File: config.mk
export PLATFORM = sky130hd
export DESIGN_NAME = reset_sequencer
export DESIGN_NICKNAME = d
export VERILOG_FILES = /design/src/rtl/reset_sequencer.sv
export SDC_FILE = /design/constraint.sdc
export NUM_CORES = 1
export LEC_CHECK = 0
export BUFFER_PORTS_ARGS = -buffer_cell sky130_fd_sc_hd__buf_2
export CORE_UTILIZATION = 50
export CTS_CLUSTER_DIAMETER = 40
export DETAILED_ROUTE_END_ITERATION = 10
export PLACE_DENSITY = 0.69
export SKIP_LAST_GASP = 1
export SYNTH_ARGS = -nofsm -noshare
export SYNTH_HDL_FRONTEND = slang
export SYNTH_SLANG_ARGS = --single-unit
File: constraint.sdc
create_clock -name ps_clk_i -period 3.15 [get_ports ps_clk_i]
set_input_delay 0.1575 -clock ps_clk_i [delete_from_list [all_inputs] [get_ports ps_clk_i]]
set_output_delay 0.1575 -clock ps_clk_i [all_outputs]
set_load 0.01 [all_outputs]
File: src/rtl/reset_sequencer.sv
// Power-on reset sequencer: holds every channel in reset, releases them one at a time,
// waits out the init delay, then services per-channel soft-reset requests while running.
module reset_sequencer #(
  parameter int NUM_CH      = 4,
  parameter int HOLD_CYCLES = 32,
  parameter int STAGE_GAP   = 32,
  parameter int INIT_DELAY  = 2000,
  parameter int CNT_W       = 16
) (
  input  logic              ps_clk_i,
  input  logic              ps_rst_i,
  input  logic [NUM_CH-1:0] soft_rst_req_i,
  output logic [NUM_CH-1:0] ch_aresetn_o,
  output logic [NUM_CH-1:0] ch_ready_o,
  output logic              init_done_o,
  output logic [1:0]        seq_state_o
);

  // state   | meaning
  // HOLD    | all channels in reset, counting HOLD_CYCLES
  // RELEASE | releasing channels 1..NUM_CH-1, one every STAGE_GAP cycles
  // INIT    | all channels out of reset, counting INIT_DELAY
  // RUN     | init_done set, soft-reset requests serviced
  localparam logic [1:0] ST_HOLD    = 2'd0;
  localparam logic [1:0] ST_RELEASE = 2'd1;
  localparam logic [1:0] ST_INIT    = 2'd2;
  localparam logic [1:0] ST_RUN     = 2'd3;

  localparam int IDX_W = (NUM_CH > 1) ? $clog2(NUM_CH) : 1;

  localparam longint unsigned CNT_SPAN = 64'd1 << CNT_W;

  localparam logic [CNT_W-1:0] CNT_ONE = CNT_W'(1);
  localparam logic [CNT_W-1:0] HOLD_TC = CNT_W'(HOLD_CYCLES - 1);
  localparam logic [CNT_W-1:0] GAP_TC  = CNT_W'(STAGE_GAP - 1);
  localparam logic [CNT_W-1:0] INIT_TC = CNT_W'(INIT_DELAY - 1);

  localparam logic [IDX_W-1:0] IDX_ONE  = IDX_W'(1);
  localparam logic [IDX_W-1:0] LAST_IDX = IDX_W'(NUM_CH - 1);

  generate
    if (NUM_CH < 1 || NUM_CH > 16) begin : g_bad_num_ch
      $error("reset_sequencer: NUM_CH must be within 1..16");
    end
    if (HOLD_CYCLES < 1 || STAGE_GAP < 1 || INIT_DELAY < 1) begin : g_bad_timing
      $error("reset_sequencer: HOLD_CYCLES, STAGE_GAP and INIT_DELAY must be >= 1");
    end
    if (CNT_W < 1 || CNT_W > 62) begin : g_bad_cnt_w
      $error("reset_sequencer: CNT_W out of supported range");
    end
    if (longint'(HOLD_CYCLES) >= longint'(CNT_SPAN) ||
        longint'(STAGE_GAP)   >= longint'(CNT_SPAN) ||
        longint'(INIT_DELAY)  >= longint'(CNT_SPAN)) begin : g_bad_cnt_span
      $error("reset_sequencer: CNT_W too narrow for the configured delays");
    end
  endgenerate

  logic [1:0]        state_q, state_d;
  logic [CNT_W-1:0]  cnt_q, cnt_d;
  logic [IDX_W-1:0]  idx_q, idx_d;
  logic              done_q, done_d;
  logic [NUM_CH-1:0] rel_set;

  logic [NUM_CH-1:0] aresetn_q, aresetn_d;
  logic [NUM_CH-1:0] ready_q, ready_d;
  logic [CNT_W-1:0]  hold_q [NUM_CH];
  logic [CNT_W-1:0]  hold_d [NUM_CH];

  // Sequencing FSM; rel_set flags the channel released at this edge.
  always_comb begin
    state_d = state_q;
    cnt_d   = cnt_q;
    idx_d   = idx_q;
    done_d  = done_q;
    rel_set = '0;
    case (state_q)
      ST_HOLD: begin
        if (cnt_q == HOLD_TC) begin
          cnt_d      = '0;
          rel_set[0] = 1'b1;
          if (NUM_CH > 1) begin
            state_d = ST_RELEASE;
            idx_d   = IDX_ONE;
          end else begin
            state_d = ST_INIT;
          end
        end else begin
          cnt_d = cnt_q + CNT_ONE;
        end
      end
      ST_RELEASE: begin
        if (cnt_q == GAP_TC) begin
          cnt_d          = '0;
          rel_set[idx_q] = 1'b1;
          if (idx_q == LAST_IDX) begin
            state_d = ST_INIT;
          end else begin
            idx_d = idx_q + IDX_ONE;
          end
        end else begin
          cnt_d = cnt_q + CNT_ONE;
        end
      end
      ST_INIT: begin
        if (cnt_q == INIT_TC) begin
          cnt_d   = '0;
          done_d  = 1'b1;
          state_d = ST_RUN;
        end else begin
          cnt_d = cnt_q + CNT_ONE;
        end
      end
      ST_RUN: begin
        state_d = ST_RUN;
      end
      default: begin
        state_d = ST_HOLD;
        cnt_d   = '0;
      end
    endcase
  end

  // Per-channel reset: sequence releases before RUN, soft-reset hold timers during RUN.
  always_comb begin
    for (int i = 0; i < NUM_CH; i++) begin
      aresetn_d[i] = aresetn_q[i] | rel_set[i];
      hold_d[i]    = hold_q[i];
      if (state_q == ST_RUN) begin
        if (soft_rst_req_i[i]) begin
          aresetn_d[i] = 1'b0;
          hold_d[i]    = '0;
        end else if (!aresetn_q[i]) begin
          if (hold_q[i] == HOLD_TC) begin
            aresetn_d[i] = 1'b1;
            hold_d[i]    = '0;
          end else begin
            hold_d[i] = hold_q[i] + CNT_ONE;
          end
        end
      end
    end
  end

  // Ready follows reset release by one edge but drops on the same edge as reset.
  assign ready_d = aresetn_q & aresetn_d;

  always_ff @(posedge ps_clk_i) begin
    if (ps_rst_i) begin
      state_q   <= ST_HOLD;
      cnt_q     <= '0;
      idx_q     <= '0;
      done_q    <= 1'b0;
      aresetn_q <= '0;
      ready_q   <= '0;
      for (int i = 0; i < NUM_CH; i++) begin
        hold_q[i] <= '0;
      end
    end else begin
      state_q   <= state_d;
      cnt_q     <= cnt_d;
      idx_q     <= idx_d;
      done_q    <= done_d;
      aresetn_q <= aresetn_d;
      ready_q   <= ready_d;
      for (int i = 0; i < NUM_CH; i++) begin
        hold_q[i] <= hold_d[i];
      end
    end
  end

  assign ch_aresetn_o = aresetn_q;
  assign ch_ready_o   = ready_q;
  assign init_done_o  = done_q;
  assign seq_state_o  = state_q;

endmodule
==> metrics.yaml <==
outcome: "complete, no violations"
synth_top_area_share_pct: 38.47
antenna_found_initial: 0
dp_slack_ns: 0.8648
antenna_cells: 0
crit_path_max_fanout: 17
setup_viol: 0
synth_nets: 612
final_common_cell: "dfxtp_1"
start_util_pct: 51.88
maxSlewViolCount: 0
dpl_cell_area_sq_mm: 0.004972
holdPathStages: 2
port-buffer-count: 16
yosysTopAreaCell: "dfxtp_1"
final_cell_mix: "dfxtp_1 (93), nor2_1 (67), a21oi_1 (45), nand2_1 (40)"
arrival_ns: 2.57
combPwrFrac_pct: 3.5
post-place-cells: 718
fin_setup_tns_ns: 0
yosysWarningCount: 0
num_vias: 4395
p_clk_share_pct: 39.7
hold_violations: 0
syn_inst: 597
drive_above_1_share_pct: 7.603
synth_edf_count: 0
grt_pass1_vias: 3815
async_flop_share_pct: 0
cts_setup_buffers: 0
fin_nets: 615
fin_ws_ns: 0.8564
p_seq_share_pct: 56.8
required_ns: 3.43
pin_count: 17
rr_worst_depth: 6
intPower_mw: 1.583
drtIter0Drc: 283
synthTopCellsByArea: "dfxtp_1 (38%), nor2_1 (5.2%), a21oi_1 (4.7%), xnor2_1 (3.4%), nor3_1 (3.4%)"
cts_buffers: 9
cp-start-kind: "flip-flop"
cts_resized: 0
drt_wl_total_um: 10550
wl_per_cell_um: 14.37
finalCritPeriodShare_pct: 72.81
die_x_um: 100.4
timing.fmax_ghz: 0.4360
antenna_left: 0
hpwlAfterDp_um: 7359
crit_start: "seq_state_o[1]"
switching_power_mw: 0.5042
cp-end-kind: "flip-flop"
sw_frac_of_total_pct: 24.16
nFillCells: 925
multiInputGateArea_sq_mm: 0.002783
cts_max_level: 3
drc_errors: 0
ys_ff_latch: 93
hold_slack_ns: 0.07923
cts_tree: "done"
clock_skew_ns: 0.01069
ctsHoldBuffers: 0
final_area_sq_mm: 0.005179
fin_crit_ns: 2.294
synth-seq-area-share_pct: 38.47
drv_cap: 0
rsz0062_at_grt: "no"
ff_latch_area_sq_mm: 0.001862
grt_use_total_pct: 21.68
area_growth_pct: 7.006
worstSetupPathType: "flip-flop to flip-flop"
hp-start: "soft_rst_req_i[0]"
std_cell_rows: 35
irDropWorstVdd_v: 0.0002027
hold_path_class: "primary input to flip-flop"
grt_max_degree: 41
clockBufferDepth: 2
viasPerCell: 5.988
cts.sinks: 93
fin_cells: 734
clk_pin_slew_ns: 0.09
synth_cell_types: 60
mappedNetlistArea_sq_mm: 0.004840
dieArea_sq_mm: 0.01008
gp_congestion: 0.8784
maxSlewHeadroom_pct: 47.32
fp.dieH_um: 100.4
synth_ff_type: "dfxtp_1"
cts_root_buf: "clkbuf_8"
tightest_slew_ns: 0.7902
clkLatencyLatePin_ns: 0.35
overflow: 0
p_leak_nw: 1.740
grt_pass1_wl_um: 17840
coreArea_sq_mm: 0.009328
p_per_area_mw_per_mm2: 403.0
r2r-start: "seq_state_o[1]"
drt_pass1_iterations: 5
syn_area_per_cell_sq_um: 8.107
==> synthesized netlist by cell type (all sizes together) (12+ instances only) <==
library cell / n
inv: 19
nand2: 40
nor2: 67
o21ai: 37
dfxtp: 93
nor4: 21
clkbuf: 15
a21oi: 45
nand4: 18
a21o: 12
xnor2: 19
nor3: 36
nand3: 32
==> area by class of cell <==
type / count / area share [%]
flip-flops and latches: 93 / 35.95
inverters: 19 / 1.377
clock inverters: 7 / 1.595
well taps: 129 / 3.117
repair buffers: 18 / 1.836
multi-input cells: 459 / 53.73
clock buffers: 9 / 2.392
==> cell families (layout without fill, tap and decap cells) <==
| family | after synthesis | count (layout) | share of synthesized area [%] |
|---|---|---|---|
| muxes | 3 | 3 | 0.6463 |
| xor gates and xnor gates | 27 | 27 | 4.886 |
| AOI/OAI and AO/OA | 134 | 134 | 17.12 |
| DFF | 93 | 93 | 38.47 |
| adders and majority gates | 9 | 9 | 2.327 |
| buffers and inverters | 45 | 53 | 4.033 |
| and+or+nand+nor | 286 | 286 | 32.52 |
==> worst paths after layout <==
check | to | slack [ns]
max | hold_q[2][2] | 0.86
min | ch_ready_o[0] | 0.08
max reg2reg | hold_q[2][2] | 0.86
min reg2reg | init_done_o | 0.50
==> power groups by stage <==
stage,sequential (mW),clock [mW],combinational [mW]
2_1_floorplan,1.21,0,0.0547
3_3_place_gp,1.21,0,0.0730
3_5_place_dp,1.21,0,0.0733
4_1_cts,1.18,0.854,0.0741
5_1_grt,1.19,0.907,0.0835
6_report,1.18,0.828,0.0739
==> flip-flops by register name, summed over array words and instances (netlist names) <==
| name | cells |
|---|---|
| hold_q | 64 |
| idx_q | 2 |
| init_done_o | 1 |
| ch_aresetn_o | 4 |
| ch_ready_o | 4 |
| seq_state_o | 2 |
| cnt_q | 16 |
==> through the flow <==
step           total power [mW]  utilization (%)
2_1_floorplan             1.265                -
3_3_place_gp              1.285            53.31
3_5_place_dp              1.285            53.31
4_1_cts                   2.112            55.52
5_1_grt                   2.176            55.52
6_report                  2.087            55.52
==> worst max-delay path, cell delays in order (launching register included) <==
cell,delay (ns)
dfxtp_1,0.56
and2_1,0.43
buf_4,0.27
o21ai_2,0.23
nor3_2,0.46
nand3b_1,0.12
a21oi_1,0.15
==> layer usage <==
layer	track usage, %	up-vias	wire length, um
met1	29.10	2068	5032
met4	6.912	0	177
met5	0	-	0
met3	3.482	16	456
met2	35.67	97	4883
li1	-	2214	-
No activity file was read; power rests on OpenSTA's default activity.
